### src/rtl/rsa_pkg.sv
// Shared definitions for the RSA core arbiter: FSM state encoding and
// default sizing for operand width and the per-job timeout.
package rsa_pkg;

    localparam int RSA_DATA_W         = 32;
    localparam int RSA_TIMEOUT_CYCLES = 4096;

    typedef enum logic [2:0] {
        ST_IDLE  = 3'd0,
        ST_LOAD  = 3'd1,
        ST_ACK   = 3'd2,
        ST_WAIT  = 3'd3,
        ST_DONE  = 3'd4,
        ST_ABORT = 3'd5
    } rsa_state_t;

endpackage

### src/rtl/rsa_rr_arb.sv
// Two-way round-robin grant selection. When both requesters ask at once the
// one that was not served last wins; a lone requester always wins. The
// last-served record starts at 1 so requester 0 goes first after reset.
module rsa_rr_arb (
    input  logic       clk,
    input  logic       reset_n,
    input  logic [1:0] req,
    input  logic       take,
    output logic       gnt_valid,
    output logic       gnt_idx
);

    logic last;

    // Pick the winner from the current requests and the last-served record.
    always_comb begin
        gnt_valid = |req;
        gnt_idx   = 1'b0;
        if (req == 2'b11) begin
            gnt_idx = ~last;
        end else begin
            gnt_idx = req[1];
        end
    end

    // Remember who was granted so the other side wins the next tie.
    always_ff @(posedge clk or negedge reset_n) begin
        if (!reset_n) begin
            last <= 1'b1;
        end else if (take && gnt_valid) begin
            last <= gnt_idx;
        end
    end

endmodule

### src/rtl/rsa_arbiter.sv
// Shares one basicrsa core between two requesters. A job is granted, its
// operands are latched and held on core_*, the core is started with a single
// ds pulse, and the result is presented to the owner until it is accepted.
// A job that occupies the core too long resets the core and returns an error.
module rsa_arbiter
    import rsa_pkg::*;
#(
    parameter int DATA_W         = RSA_DATA_W,
    parameter int TIMEOUT_CYCLES = RSA_TIMEOUT_CYCLES
) (
    input  logic                clk,
    input  logic                reset_n,
    input  logic [1:0]          req_valid,
    output logic [1:0]          req_ready,
    input  logic [2*DATA_W-1:0] req_indata,
    input  logic [2*DATA_W-1:0] req_exp,
    input  logic [2*DATA_W-1:0] req_mod,
    output logic [1:0]          rsp_valid,
    input  logic [1:0]          rsp_ready,
    output logic [DATA_W-1:0]   rsp_data,
    output logic                rsp_error,
    output logic [DATA_W-1:0]   core_indata,
    output logic [DATA_W-1:0]   core_exp,
    output logic [DATA_W-1:0]   core_mod,
    output logic                core_ds,
    output logic                core_reset,
    input  logic [DATA_W-1:0]   core_cypher,
    input  logic                core_ready,
    output logic                busy,
    output logic                owner
);

    localparam int               CNT_W    = $clog2(TIMEOUT_CYCLES) + 1;
    localparam logic [CNT_W-1:0] TMO_LAST = CNT_W'(TIMEOUT_CYCLES - 1);

    rsa_state_t       state;
    rsa_state_t       state_nx;
    logic [CNT_W-1:0] tmo_cnt;
    logic             abort_cnt;
    logic             rst_hold;
    logic             grant;
    logic             timeout;
    logic             gnt_valid;
    logic             gnt_idx;

    rsa_rr_arb u_rr_arb (
        .clk       (clk),
        .reset_n   (reset_n),
        .req       (req_valid),
        .take      (grant),
        .gnt_valid (gnt_valid),
        .gnt_idx   (gnt_idx)
    );

    // Next-state and strobe outputs; grants wait out the core's reset cycle.
    always_comb begin
        state_nx   = state;
        grant      = 1'b0;
        req_ready  = 2'b00;
        rsp_valid  = 2'b00;
        core_ds    = 1'b0;
        core_reset = rst_hold;
        busy       = (state != ST_IDLE);
        timeout    = (tmo_cnt >= TMO_LAST);
        case (state)
            ST_IDLE: begin
                if (gnt_valid && !rst_hold) begin
                    grant     = 1'b1;
                    req_ready = gnt_idx ? 2'b10 : 2'b01;
                    state_nx  = ST_LOAD;
                end
            end
            ST_LOAD: begin
                core_ds  = 1'b1;
                state_nx = ST_ACK;
            end
            ST_ACK: begin
                if (timeout) begin
                    state_nx = ST_ABORT;
                end else if (!core_ready) begin
                    state_nx = ST_WAIT;
                end
            end
            ST_WAIT: begin
                if (timeout) begin
                    state_nx = ST_ABORT;
                end else if (core_ready) begin
                    state_nx = ST_DONE;
                end
            end
            ST_DONE: begin
                rsp_valid = owner ? 2'b10 : 2'b01;
                if (rsp_ready[owner]) begin
                    state_nx = ST_IDLE;
                end
            end
            ST_ABORT: begin
                core_reset = 1'b1;
                if (abort_cnt) begin
                    state_nx = ST_DONE;
                end
            end
            default: begin
                state_nx = ST_IDLE;
            end
        endcase
    end

    // State register.
    always_ff @(posedge clk or negedge reset_n) begin
        if (!reset_n) begin
            state <= ST_IDLE;
        end else begin
            state <= state_nx;
        end
    end

    // Keep the core in reset for one extra cycle after reset_n releases.
    always_ff @(posedge clk or negedge reset_n) begin
        if (!reset_n) begin
            rst_hold <= 1'b1;
        end else begin
            rst_hold <= 1'b0;
        end
    end

    // Job datapath: latch owner operands on grant, track timeout, build the response.
    always_ff @(posedge clk or negedge reset_n) begin
        if (!reset_n) begin
            core_indata <= '0;
            core_exp    <= '0;
            core_mod    <= '0;
            owner       <= 1'b0;
            tmo_cnt     <= '0;
            abort_cnt   <= 1'b0;
            rsp_data    <= '0;
            rsp_error   <= 1'b0;
        end else begin
            case (state)
                ST_IDLE: begin
                    if (grant) begin
                        owner       <= gnt_idx;
                        core_indata <= gnt_idx ? req_indata[DATA_W +: DATA_W] : req_indata[0 +: DATA_W];
                        core_exp    <= gnt_idx ? req_exp[DATA_W +: DATA_W]    : req_exp[0 +: DATA_W];
                        core_mod    <= gnt_idx ? req_mod[DATA_W +: DATA_W]    : req_mod[0 +: DATA_W];
                        tmo_cnt     <= '0;
                    end
                end
                ST_ACK: begin
                    tmo_cnt <= tmo_cnt + CNT_W'(1);
                end
                ST_WAIT: begin
                    tmo_cnt <= tmo_cnt + CNT_W'(1);
                    if (state_nx == ST_DONE) begin
                        rsp_data  <= core_cypher;
                        rsp_error <= 1'b0;
                    end
                end
                ST_ABORT: begin
                    abort_cnt <= ~abort_cnt;
                    if (abort_cnt) begin
                        rsp_data  <= '0;
                        rsp_error <= 1'b1;
                    end
                end
                ST_DONE: begin
                    if (rsp_ready[owner]) begin
                        rsp_error <= 1'b0;
                    end
                end
                default: begin
                end
            endcase
        end
    end

endmodule

### config.mk
export PLATFORM = sky130hd
export DESIGN_NAME = rsa_arbiter
export DESIGN_NICKNAME = d
export VERILOG_FILES = /design/src/rtl/rsa_pkg.sv /design/src/rtl/rsa_rr_arb.sv /design/src/rtl/rsa_arbiter.sv
export SDC_FILE = /design/constraint.sdc
export NUM_CORES = 1
export LEC_CHECK = 0
export CORE_AREA = 2 2 143 145
export CTS_BUF_LIST = sky130_fd_sc_hd__clkbuf_8
export CTS_CLUSTER_DIAMETER = 40
export DETAILED_ROUTE_END_ITERATION = 10
export DIE_AREA = 0 0 145 147
export PLACE_DENSITY_LB_ADDON = 0.25
export SLEW_MARGIN = 15
export SYNTH_ARGS = -nofsm -noshare
export SYNTH_HDL_FRONTEND = slang
export SYNTH_SLANG_ARGS = --single-unit
### constraint.sdc
create_clock -name clk -period 5.29 [get_ports clk]
set_input_delay 1.058 -clock clk [delete_from_list [all_inputs] [get_ports clk]]
set_output_delay 1.058 -clock clk [all_outputs]
set_load 0.005 [all_outputs]
### After elaboration in Yosys (flattened, before gate mapping)

Cells that the tools add are included.

* memories kept: 0
* RAM bits: 0
* logic and storage cells: 73
* input port bits: 231
* register bits after elaboration: 149
* bits in read-only memories: 0
* bits in latches: 0
* output and inout port bits: 137

* mux-type cells: 32
* div/mod/pow operators: 0
* reductions and logical operators: 14
* multipliers: 0
* add/subtract/negate cells: 1
* eq/ne operators: 11
* shift-type cells: 0
* $lt $le $gt $ge: 2
* bitwise gates (word level): 2

Operators with widths (count)
* $mux 32: 5
* $pmux 32 s2: 1
* $pmux 13 s2: 1
* $mux 3: 7
* $pmux 3 s6: 1
* $add 13x1->13 const B: 1
* $ge 13x12->1 const B: 1
* $mux 13: 1
* $mux 1: 10
* $mux 2: 5
* $eq 3x3->1 const B: 3
* $eq 3x2->1 const B: 2
* $ne 2x2->1 const B: 3
* $reduce_bool 3->1: 2
* $reduce_and 2->1: 2
* $reduce_and 4->1: 1
* $reduce_bool 2->1: 2
* $reduce_or 2->1: 2
* $eq 3x1->1 const B: 1
* $logic_not 3->1: 1
* $pmux 1 s3: 1
* $reduce_and 3->1: 1
* $eq 2x2->1 const B: 1
* $logic_and 1x1->1: 2
* 4 further kinds: 5

### Longest topological paths before layout

* depth after elaboration: 7
* gate-level depth with buffers: 7
* depth with buffers taken out: 5

### Cells and area by module

From an unflattened synthesis, not the netlist that was laid out.

* cell total of the unflattened synthesis: 669
* area, all modules: 6922.9 um^2

By module, submodules not included
* rsa_arbiter: cells an instance 664, seq. area each 3704.8 um^2, instances 1, area an instance 6871.6 um^2
* rsa_rr_arb: cells an instance 5, seq. area each 26.3 um^2, instances 1, area an instance 51.3 um^2

### Least setup slack after synthesis

No wires, ideal clock.

* kind: input -> output
* from: input port req_valid[1]
* to: output port req_ready[0]
* path buffers: 3
* slack: 2.174 ns
* arrival time: 2.058 ns
* required time: 4.232 ns
* stages on the path: 5
* cells stage by stage: a21boi_0 > buf_2 > buf_6 > buf_1 > nor2_1

* longest elaborated chain between the ends: 5
* elaborated cells between the ends (all ways): 7
* those cells by class: 1 x eq/ne; 4 x mux; 2 x reduce/logical

RTL lines
* from (decl): line rsa_arbiter.sv:13 `input logic [1:0] req_valid,`
* $eq 2x2->1: line rsa_rr_arb.sv:19 `if (req == 2'b11) begin`
* $mux 1: line rsa_rr_arb.sv:19
* $mux 2: line rsa_arbiter.sv:69 `req_ready = gnt_idx ? 2'b10 : 2'b01;`
* $mux 2 *: line rsa_arbiter.sv:67 `if (gnt_valid && !rst_hold) begin`
* $mux 2 *: line rsa_arbiter.sv:65 `case (state)`
* to (decl): line rsa_arbiter.sv:14 `output logic [1:0] req_ready,`

Every way passes the cells marked *; elsewhere a longest branch is shown, timed or not.

### Worst setup path after layout

* from: input port req_valid[0]
* to: output port req_ready[0]

The elaborated chain is that of the path after synthesis.

==> out/metrics.cfg <==
[drt]
routedWlPerCell_microns = 17.1
ant_nets = 0
avgViaCountPerCell = 4.61
routed_wl_mm = 22.2
drc = 0
via_count = 5999
drt_iter0_markers = 273
drt_pass1_iterations = 4

[clock_network]
cts_tree = done
clkSlewWorstSetupHoldPaths_ns = 0.08
clk_latency_ns = 0.45
cts_resized = 0
cts_buffer_depth = 2
cts_hold_buf = 0
cts.sinks = 149
cts_setup_buffers = 0
htreeDepth = 4
cts_made_buffers = 17
cts_root_buffer = clkbuf_8

[synthesis]
synth_nets = 898
synth.most_common_cell = dfrtp_1
synthTopCellsByCount = dfrtp_1, nand2_1, mux2i_1
synth_enable_flop_cells = 0
syn-cell-area_sq_um = 6950
async_flop_share_pct = 100
synth_warnings = 0
synth_area_per_cell_sq_um = 10.4
synth.area.top_cells = dfrtp_1, mux2i_1, nand2_1, o21ai_0, buf_6
synth_largest_area_cell = dfrtp_1
seq_area_frac_synth_pct = 53.7
ys.flop_type = dfrtp_1
synth.distinct_cells = 41
ys_ff_latch = 149
netlist_instances = 666
synth_top_area_share_pct = 52.9

[hold_path]
holdCritPathClass = reg -> reg
hold-path-cell-count = 2
holdPathEnd = core_exp[30]$_DFFE_PN0P_
hold_start = core_exp[30]$_DFFE_PN0P_

[critical_path]
crit_arrival_ns = 2.88
crit_type = in -> out
r2r_cells = 5
start_kind = primary input
reg2reg_from = state[0]$_DFF_PN0_
required_ns = 4.23
path_max_fanout = 2
r2r_end = core_mod[9]$_DFFE_PN0P_
end_kind = output pin
reg2reg_slack_ns = 2.63

[timing]
setup_viol = 0
setup_tns_ns = 0
fin_skew_ns = 0.0147
setup_ws_ns = 1.35
rsz0062_at_grt = no
fin_crit_sh_pct = 74.4
fmaxAchievable_ghz = 0.254
hold_viol = 0
slew_violations = 0
whs_ns = 0.481
tightestPinTransition_ns = 0.942
period_needed_ns = 3.94
max_slew_margin_pct = 37.2

[die]
io_pins = 368
start_util_pct = 35.0
die_w_microns = 145
die_h_microns = 147
dieArea_sq_um = 21300
core_sq_um = 19800
placementRows = 52

[global_routing]
overflow = 0
antenna_found_initial = 2
grt_pass1_wl_mm = 34.9
grt_max_degree = 106
grt_pass1_vias = 5976
track_usage_pct = 21.1

[placed_design]
port_buffers = 367
place_inst = 1268
routabilityCongestion = 0.793
placed_area_sq_um = 10700
pre_cts_slack_ns = 1.34
dp_hpwl_mm = 16.9

[layout]
fillCellCount = 1775
multiInputGateArea_sq_um = 2800
layout-drive-gt1-share_pct = 4.85
syn2layout_area_growth_pct = 61.7
stdcell_area_sq_um = 11200
fin_nets = 1249
seq_area_sq_um = 3730
final_cells = 1302

[flow_run]
drv_cap = 0

[run_status]
status = finished, final reports clean

[pwr]
p_leak_nw = 5.03
power_density_nw_per_um2 = 467
max-vdd-ir-drop_mv = 0.284

## layout by cell type, fill, tap and decap left out, types with 2 or more instances in the layout
master,n
a21o_1,4
a21oi_1,5
and2_1,2
buf_4,6
bufinv_16,6
clkbuf_8,17
clkdlybuf4s50_1,366
clkinv_4,5
dfrtp_1,147
dfstp_2,2
diode_2,2
inv_1,36
inv_6,2
mux2i_1,132
nand2_1,143
nand2b_1,2
nand3_1,7
nand4_1,3
nor2_1,9
nor2b_1,2
nor3_1,4
o21ai_0,84
o21ai_1,18
o31ai_1,2
or3_1,2
or3_4,2
xnor2_1,2
xor2_1,2
## area by class of cell
type                    count  area share (%)
well taps                 270            3.01
multi-input cells         440            24.9
clock inverters            15            2.25
clock buffers              17            2.08
flip-flops and latches    149            33.2
inverters                  35            1.17
diodes                      2          0.0446
repair buffers            374            33.3
## registers in the layout (all words and copies together), names as in the netlist
name           cells
rsp_error          1
owner              1
state              3
tmo_cnt           13
rst_hold           1
rsp_data          32
core_exp          32
abort_cnt          1
u_rr_arb.last      1
core_indata       32
core_mod          32
## per-stage QoR
stage	total power [mW]	util, %
after floorplan	2.83	-
after global placement	4.18	54.1
after detailed placement	4.24	54.1
after CTS	5.33	56.6
after global routing	5.61	56.6
final	5.25	56.6
## power breakdown
part	internal (mW)	total [mW]	switching (mW)	leakage, nW
registers	1.65	1.92	0.275	1.86
clock network	0.614	1.07	0.455	0.242
logic	1.32	2.26	0.937	2.92
## how the worst max path moves through the flow
stage	cells past startpoint	to	slack, ns	startpoint
6_report	5	req_ready[0]	1.35	req_valid[0]
4_1_cts	5	req_ready[0]	1.34	req_valid[0]
2_1_floorplan	5	req_ready[0]	2.17	req_valid[1]
3_5_place_dp	5	req_ready[0]	1.34	req_valid[0]
3_3_place_gp	5	req_ready[0]	1.33	req_valid[0]
5_1_grt	5	req_ready[0]	1.32	req_valid[0]
## critical path, stage by stage
cell and delay, ns:
clkdlybuf4s50_1 0.52, nor2_1 0.07, or3_4 0.33, nor2_1 0.26, clkdlybuf4s50_1 0.65
## routing by layer
layer	vias up	routed length, microns	global-route usage, %	part of all wire, %
li1	2955	-	-	-
met1	2815	9110	25.3	41
met2	189	11200	36.0	50
met3	40	1240	6.15	5.6
met4	0	696	8.02	3.1
met5	-	0	0	0
## cells by family after synthesis
kind of cell	after synthesis	synth area share [%]
xor gates and xnor gates	4	0.504
muxes	132	19.0
AOI/OAI and AO/OA	119	9.17
adders and majority gates	1	0.180
DFF	149	53.7
buffers and inverters	77	6.21
and+or+nand+nor	183	11.2
other	1	0.0540
Note: power is estimated with default switching activity, not from simulation.
